<file path="src/rtl/gpr_snapshot_streamer_pkg.sv">
// Shared constants and state encoding for the GPR snapshot streamer.
// The width constants match the register file's debug outputs.
package gpr_snapshot_streamer_pkg;

  localparam int unsigned DATA_WIDTH = 32;
  localparam int unsigned REG_NUM    = 32;
  localparam int unsigned BEATS      = REG_NUM + 1;
  localparam int unsigned IDX_W      = 6;

  localparam logic [IDX_W-1:0] LAST_IDX = 6'd32;

  typedef enum logic {
    IDLE = 1'b0,
    SEND = 1'b1
  } state_t;

endpackage

</file>
<file path="src/rtl/gpr_snapshot_streamer.sv">
// Captures commit PC plus all GPRs on a commit pulse, then streams them
// as 33 valid/ready beats (PC, GPR0..GPR31) to the difftest checker.
module gpr_snapshot_streamer
  import gpr_snapshot_streamer_pkg::*;
(
  input  logic                          clk,
  input  logic                          rst,
  input  logic                          commit_valid,
  input  logic [DATA_WIDTH-1:0]         commit_pc,
  input  logic [REG_NUM*DATA_WIDTH-1:0] gpr_flat,
  output logic                          commit_ready,
  output logic                          out_valid,
  input  logic                          out_ready,
  output logic [DATA_WIDTH-1:0]         out_data,
  output logic [IDX_W-1:0]              out_idx,
  output logic                          out_last,
  output logic                          overflow
);

  state_t                state;
  logic [DATA_WIDTH-1:0] snap [BEATS];
  logic                  capture;
  logic [IDX_W-1:0]      next_idx;

  assign capture  = (state == IDLE) && commit_valid;
  assign next_idx = out_idx + IDX_W'(1);

  // Snapshot buffer: written only on an accepted commit; GPR0 is forced to zero.
  always_ff @(posedge clk) begin
    if (capture) begin
      snap[0] <= commit_pc;
      for (int i = 0; i < int'(REG_NUM); i++) begin
        snap[i+1] <= (i == 0) ? '0 : gpr_flat[i*DATA_WIDTH +: DATA_WIDTH];
      end
    end
  end

  // out_idx doubles as the beat counter, so the presented beat is always buffer[out_idx].
  always_ff @(posedge clk) begin
    if (rst) begin
      state        <= IDLE;
      commit_ready <= 1'b1;
      out_valid    <= 1'b0;
      out_idx      <= '0;
      out_last     <= 1'b0;
      out_data     <= '0;
      overflow     <= 1'b0;
    end else begin
      case (state)
        IDLE: begin
          if (commit_valid) begin
            state        <= SEND;
            commit_ready <= 1'b0;
            out_valid    <= 1'b1;
            out_idx      <= '0;
            out_last     <= 1'b0;
            out_data     <= commit_pc;
          end
        end
        SEND: begin
          if (commit_valid) begin
            overflow <= 1'b1;
          end
          if (out_ready) begin
            if (out_last) begin
              state        <= IDLE;
              commit_ready <= 1'b1;
              out_valid    <= 1'b0;
              out_last     <= 1'b0;
            end else begin
              out_idx  <= next_idx;
              out_data <= snap[next_idx];
              out_last <= (next_idx == LAST_IDX);
            end
          end
        end
        default: begin
          state        <= IDLE;
          commit_ready <= 1'b1;
          out_valid    <= 1'b0;
        end
      endcase
    end
  end

endmodule
</file>
<file path="config.mk">
export PLATFORM = sky130hd
export DESIGN_NAME = gpr_snapshot_streamer
export DESIGN_NICKNAME = d
export VERILOG_FILES = /design/src/rtl/gpr_snapshot_streamer_pkg.sv /design/src/rtl/gpr_snapshot_streamer.sv
export SDC_FILE = /design/constraint.sdc
export NUM_CORES = 1
export LEC_CHECK = 0
export BUFFER_PORTS_ARGS = -buffer_cell sky130_fd_sc_hd__buf_2
export CAP_MARGIN = 15
export CORE_AREA = 2 2 427 429
export CTS_CLUSTER_DIAMETER = 30
export DETAILED_ROUTE_END_ITERATION = 12
export DIE_AREA = 0 0 429 431
export HOLD_SLACK_MARGIN = 0.06
export PLACE_DENSITY = 0.45
export SLEW_MARGIN = 25
export SYNTH_ARGS = -nofsm -noshare
export SYNTH_HDL_FRONTEND = slang
export SYNTH_SLANG_ARGS = --single-unit
</file>
<file path="constraint.sdc">
create_clock -name clk -period 32.3 [get_ports clk]
set_clock_uncertainty 0.1 [all_clocks]
set_input_delay 4.845 -clock clk [delete_from_list [all_inputs] [get_ports clk]]
set_output_delay 4.845 -clock clk [all_outputs]
set_load 0.01 [all_outputs]
</file>
After elaboration in Yosys (flattened, before gate mapping)
Memory sizes are Yosys's and may differ from the RTL's.
Index checks and enable logic that the tools add are counted.
- shift operators: 0
- $add $sub $neg: 1
- div/mod/pow operators: 0
- muxes and demuxes: 25
- reduce and logical (&&, ||, !) cells: 5
- multiply operators: 0
- bitwise operators: 1
- magnitude comparators: 0
- eq/ne operators: 5
- operators with widths (cell ; number):
    32-bit two-way mux ; 3
    32-bit one-hot mux with 2 select lines ; 1
    6-bit two-way mux ; 3
    1-bit two-way mux ; 13
    6-bit one-hot mux with 2 select lines ; 1
    2-bit inequality test (second input constant) ; 4
    1-bit one-hot mux with 2 select lines ; 4
    6-bit by 1-bit adder with 6-bit output (second input constant) ; 1
    6-bit equality test (second input constant) ; 1
    3-bit AND reduction ; 2
    2-bit AND reduction ; 2
    1-bit logical AND ; 1
    1-bit NOT ; 1
- register bits: 43
- memories kept: 1
- bits in latches: 0
- ROM bits: 0
- word-level logic and storage cells: 45
- output and inout port bits: 42
- bits in writable memories: 1056
- memories (name ; words ; bits a word ; rd ports ; clocked after memory_dff ; write ports ; RTL line ; source):
    snap ; 33 ; 32 ; 1 ; 0 ; 33 ; gpr_snapshot_streamer.sv:21 ; logic [DATA_WIDTH-1:0] snap [BEATS];

Depth between registers and ports, before layout
Gate-level depths: netlist of run 1.
- word-level depth: 5
- gate-level depth with buffers: 11
- mapped depth without buffers: 7

Worst setup path after synthesis of run 1
OpenSTA, ideal clock, no wires.
- path kind: input -> register
- start point: input port commit_valid
- end point: memory snap[0][0], enable pin
- stages on the path: 3
- required time: 30.837 ns
- setup slack: 6.034 ns
- library setup time: 1.363 ns
- data arrival time: 24.803 ns
- cell sequence: nand2b_1 -> buf_2 -> inv_1
- RTL lines (element ; RTL line ; source):
    from (decl) ; gpr_snapshot_streamer.sv:8 ; input logic commit_valid,
    to (decl) ; gpr_snapshot_streamer.sv:21 ;

==> results of run 1 <==
cell usage in the layout (no fill, tap or decap), types with 5 or more instances in the layout:
cell        netlist  routed
nand2b_1          5       5
clkinvlp_4        0      12
a32oi_1          24      24
mux4_2          162     162
o21ai_1          26      26
edfxtp_1       1024    1024
clkbuf_16         0     300
clkinv_1          0      44
a21oi_1          70      69
mux2_2           32      32
nand2_1         336     335
o311ai_1         10      10
nand3_1          45      45
clkbuf_8          0       9
dfxtp_1          43      41
o21ai_0          28      28
nand4_1           5       5
clkinv_2          0      35
nor4_1           10      10
o31a_1           10      10
nor3_1            5       5
diode_2           0      46
buf_4            21      45
a221oi_1         32      32
mux2i_1          62      62
inv_6             0      11
nor2_1           69      64
a32o_1           16      16
bufinv_16         0      40
a221oi_2         19      19
buf_2            57    1069
a22oi_1          19      18
clkbuf_1         43      55
o2111ai_1        17      17
a311oi_1         12      12
per-layer routing:
layer	GRT usage	wire, um	up-vias
li1	-	-	11920
met1	0.1776	57740	13390
met2	0.3272	90100	1133
met3	0.05856	11480	430
met4	0.06216	5567	78
met5	0	495	-
layout make-up:
| type | instances | area (um^2) |
|---|---|---|
| fillers | 17660 | 120700 |
| flip-flops and latches | 1067 | 31620 |
| multi-input cells | 1067 | 9289 |
| clock buffers | 364 | 7838 |
| repair buffers | 1120 | 5798 |
| well taps | 2370 | 2965 |
| clock inverters | 149 | 1812 |
| diodes | 46 | 115.1 |
| inverters | 3 | 18.77 |
critical path, cell delays in order:
cell	delay (ps)
buf_2	130
nand2b_1	390
inv_8	730
buf_12	370
buf_16	420
buf_4	790
buf_4	870
stage by stage:
| step | hold WS (ps) | cells | power, mW | area, um^2 |
|---|---|---|---|---|
| 6_report | 365.7 | 6186 | 4.681 | 59450 |
| 3_3_place_gp | 350.1 | 5625 | 1.862 | 49630 |
| 3_5_place_dp | 357.5 | 5626 | 1.866 | 49660 |
| 4_1_cts | 369.0 | 6139 | 4.737 | 59300 |
| 5_1_grt | 410.7 | 6166 | 4.828 | 59400 |
| 2_1_floorplan | 402.2 | 2275 | 1.815 | 41590 |
state kept, by name, summed over array words and instances, names as in the netlist:
register	cells
overflow	1
commit_ready	1
out_data	32
snap	1024
out_last	1
state	1
out_valid	1
out_idx	6
cell families (layout without fill, tap and decap cells):
kind of cell | count (synthesis) | count (layout) | synth area share
DFF | 1067 | 1067 | 0.7601
and+or+nand+nor | 494 | 494 | 0.04967
AOI/OAI and AO/OA | 308 | 308 | 0.05659
muxes | 256 | 256 | 0.1113
buffers and inverters | 141 | 1636 | 0.01871
xor gates and xnor gates | 7 | 7 | 0.003009
adders and majority gates | 2 | 2 | 0.0006016
other | 0 | 46 | 0
power groups by stage:
stage | Sequential [mW] | Combinational (mW) | Clock [mW]
floorplan | 1.73 | 0.0891 | 0
finish | 1.64 | 0.198 | 2.84
detailed placement | 1.66 | 0.202 | 0
global placement | 1.66 | 0.200 | 0
CTS | 1.64 | 0.203 | 2.89
global route | 1.65 | 0.216 | 2.97
final timing paths:
check	endpoint	slack, ps	start
max	snap[22][25]	23560	commit_valid
min	overflow	370	overflow
max reg2reg	snap[22][25]	26820	state
min reg2reg	overflow	370	overflow
==> run metrics, run 1 <==
Die Wd=429 um; latest clock arrival within the worst-skew pair=890 ps; core footprint=0.1802 mm^2; HP Class=register to register; Fin. Hold Viols=0; unrepaired setup endpoints after global routing=false; Internal Pwr Total=~3.7 mW; largest net degree at the start of global routing=180; CTS sink cnt=1,067; initial antenna violation count=between 100 and 150; Setup Buffers After CTS=0; vias in the first global route=28,440; H-tree depth=5; Comb pwr share=0.042; most common cell in the netlist=edfxtp_1; Worst-Margin Slew=1139 ps; post-cts sizing count=0; I/O pin total=about 1,100; Seq pwr share=0.351; 1st-pass router iterations=5; clock root cell=clkbuf_16; #FFs+latches synth=1,067; Yosys warning total=0; data arrival time of the critical path=9110 ps; post-route worst setup slack=approximately 24,000 ps; Starting Density=0.2308; top cells by area, synth=edfxtp_1 74%, mux4_2 8.8%, nand2_1 3.0%, dfxtp_1 2.1%, mux2i_1 1.5%; drt total wl=165.4 mm; num rows=156; Lkg Pwr=between 20 and 25 nW; GR Util All Layers=0.1740; post-DP HPWL=120.1 mm; post-synth top area share=0.7394; Synth area leader=edfxtp_1; Clock transition at path regs=40 ps; Final setup viols=0; crit path capture type=register; Critical Path RT=between 30,000 and 40,000 ps; drc violations=0; Final period util=0.2705; setup TNS=0 ps; crit path kind=input port to register; r2r worst-path depth=6; Startpoint Class=input port; first-pass GRT wire length=222.6 mm; via count=26,950; fin crit period=8738 ps; Post-Route Utilization=0.3300; most frequent cells after synthesis=1,024 x edfxtp_1, 336 x nand2_1, 162 x mux4_2, 70 x a21oi_1, 69 x nor2_1; Post-DRT Antenna Nets=0; port buffer count=1,069; Worst Path Max Fanout=129; Synth-to-Final Area Change=42.95%; sequential share of the synthesized area=0.7601; Clk network pwr share=0.607; via/cell ratio=4.356; Mean Syn Cell Area=between 15 and 20 um^2; CTS buffer count=just under 300; status=complete, no violations; Post-synth EDFFs=1,024; ys flop type=edfxtp_1; relative slew slack=0.2404; Initial DRC Count=a little under 2,000; synthesized area=a little over 0.04 mm^2; maximum VDD drop=62.21 uV; Hold Path Depth=2; chip height=431 um; asr flop ratio synth=0; Nets=about 4,600; Distinct cells, synth=66; Syn Nets=3,337; CTS tree=done; Synth Instances=2,275; Final GP Congestion=0.7894; Slew Limit Fails=0; switch share=0.2059; Max Cap Viol=0; share of post-route cells with drive strength above 1=0.4727; maximum clock rate=114.4 MHz; Pwr per Cell Area=78.73 mW/mm^2; routed len/inst=around 27 um; Post-CTS Hold Buffers=0; total global routing overflow=0; pre-CTS setup slack=approximately 23,000 ps; full die area=~0.18 mm^2; CTS max path bufs=4; Sw Pwr=approximately 960 uW
Note: power is estimated with default switching activity, not from simulation.
==> inputs of run 2 (changes only) <==
==> constraint.sdc (replaced) <==
create_clock -name clk -period 8.7 [get_ports clk]
set_clock_uncertainty 0.1 [all_clocks]
set_input_delay 1.305 -clock clk [delete_from_list [all_inputs] [get_ports clk]]
set_output_delay 1.305 -clock clk [all_outputs]
set_load 0.01 [all_outputs]
==> run 2 against run 1 <==
  * Utilization about the same
  * Global-route usage about the same
  * Total power rose to 3.7 times the previous value
  * Combinational power rose to 3.8 times the previous value
  * Critical path depth up 2
  * First-iteration DRC count down 2.0%
  * Sequential share of layout area down 0.060 points
  * Non-clock buffer count down 7
  * Die area unchanged
  * Final area up 0.11%
  * Sequential power rose to 3.7 times the previous value
  * Cell count up 0.19%
  * Critical path type is now register to register
  * Largest cell class unchanged
==> run metrics, run 2 (same netlist as run 1, synthesis figures left out) <==
status=complete, no violations; crit path capture type=register; I/O pin total=1,102; largest net degree at the start of global routing=164; data arrival time of the critical path=about 5000 ps; Final GP Congestion=0.8324; core footprint=0.1802 mm^2; max FFs per register=1,024; routed len/inst=26.75 um; Post-CTS Hold Buffers=0; crit path from=out_idx[0]; pre-CTS setup slack=roughly 4000 ps; Internal Pwr Total=around 14 mW; r2r worst-path depth=9; met2 capacity usage during global routing=0.3151; setup TNS=0 ps; commonest non-fill, non-tap cell in the layout=buf_2; grt peak-use layer=met2; Slew Limit Fails=0; Clk network pwr share=0.605; Placed Area=0.04969 mm^2; Sw Pwr=between 3 and 4 mW; GR Util All Layers=0.1744; fin crit period=between 4000 and 5000 ps; Fillers=17,760; Final setup viols=0; Initial DRC Count=1,892; drc violations=0; H-tree depth=5; port buffer count=1,069; Post-Route Utilization=0.3304; post-DP HPWL=between 100 and 150 mm; Biggest register=snap; Worst Path Max Fanout=40; Largest regs=snap (1024), out_data (32), out_idx (6); final cell count without fillers=approximately 6,200; switch share=0.2108; Nets=4,615; Seq pwr share=0.351; Pwr per Cell Area=291.1 mW/mm^2; num rows=156; Worst-Margin Slew=983.6 ps; Startpoint Class=register; Setup crit end=out_data[3]; vias in the first global route=28,770; Critical Path RT=9340 ps; share of post-route cells with drive strength above 1=0.4772; 1st-pass router iterations=5; unrepaired setup endpoints after global routing=false; crit path kind=register to register; post-cts sizing count=0; Starting Density=0.2308; HP Class=register to register; Max Cap Viol=0; CTS sink cnt=1,067; Post-DRT Antenna Nets=0; relative slew slack=0.3427; RR Endpoint=out_data[3]; RR Startpoint=out_idx[0]; full die area=0.1849 mm^2; R2R Setup Slk=approximately 4300 ps; Design Area, Final=0.05952 mm^2; latest clock arrival within the worst-skew pair=910 ps; commonest non-fill, non-tap cells in the layout=1,069 x buf_2, 1,024 x edfxtp_1, 335 x nand2_1; total global routing overflow=0; Placed Cells=between 5,000 and 6,000; initial antenna violation count=117; maximum VDD drop=205.1 uV; drt total wl=165.8 mm; Setup Buffers After CTS=0; maximum clock rate=approximately 230 MHz; CTS buffer count=301; M3 GR Usage=0.05559; Fin. Hold Viols=0; Lkg Pwr=around 22 nW; first-pass GRT wire length=222.9 mm; Final period util=0.5001; Comb pwr share=0.043; Synth-to-Final Area Change=43.12%; Die Wd=429 um; chip height=431 um; CTS tree=done; clock root cell=clkbuf_16; post-route worst setup slack=~4300 ps; via count=about 27,000; CTS max path bufs=4; Clock transition at path regs=50 ps; M1 GR Usage=0.1788; via/cell ratio=4.357
run 2: cell types whose count changed in the layout (fill, tap and decap cells not counted), sizes merged:
cell      delta
diode        +8
clkbuf      -12
buf          -7
inv          -3
clkinvlp     +3
clkinv      +31
bufinv       -8
run 2: critical path, cell delays in order (launching register included):
cell and delay, ps:
dfxtp_4 570, ha_4 320, buf_4 490, buf_4 620
buf_4 650, mux4_2 400, nand2_1 80, nand3_1 150
o21ai_1 400, a32oi_1 190
run 2: power groups by stage:
stage | Combinational (mW) | Sequential, mW | Clock [mW]
after floorplan | 0.332 | 6.32 | 0
after global routing | 0.818 | 6.11 | 11.0
final | 0.752 | 6.09 | 10.5
after CTS | 0.772 | 6.09 | 10.7
after detailed placement | 0.768 | 6.17 | 0
after global placement | 0.760 | 6.17 | 0
run 2: worst min-delay path by stage:
stage / cells past startpoint / end / start / slack, ps
final: 2 / overflow / overflow / 370
after global routing: 1 / snap[16][7] / gpr_flat[487] / 410
after CTS: 2 / overflow / overflow / 380
after detailed placement: 2 / overflow / overflow / 360
after global placement: 2 / overflow / overflow / 360
after floorplan: 2 / overflow / overflow / 400
run 2: per-layer routing:
layer,vias to the layer above,share of wire
li1,11930,-
met1,13380,0.35
met2,1195,0.53
met3,429,0.071
met4,72,0.048
met5,-,0.0027
run 2: cell type report:
cell class,count,area (um^2),share of cell area
Clock buffer,352,7913,0.1329
Antenna cell,54,135.1,0.002270
Timing Repair Buffer,1113,5826,0.09788
Inverter,3,15.01,0.0002523
Multi-Input combinational cell,1067,9299,0.1562
Tap cell,2370,2965,0.04982
Clock inverter,172,1750,0.02941
Sequential cell,1067,31620,0.5312
run 2: stage by stage:
stage	power, mW	hold slack [ps]
3_5_place_dp	6.941	358.4
2_1_floorplan	6.650	402.2
4_1_cts	17.53	379.2
3_3_place_gp	6.926	363.3
6_report	17.33	373.9
5_1_grt	17.88	411.9
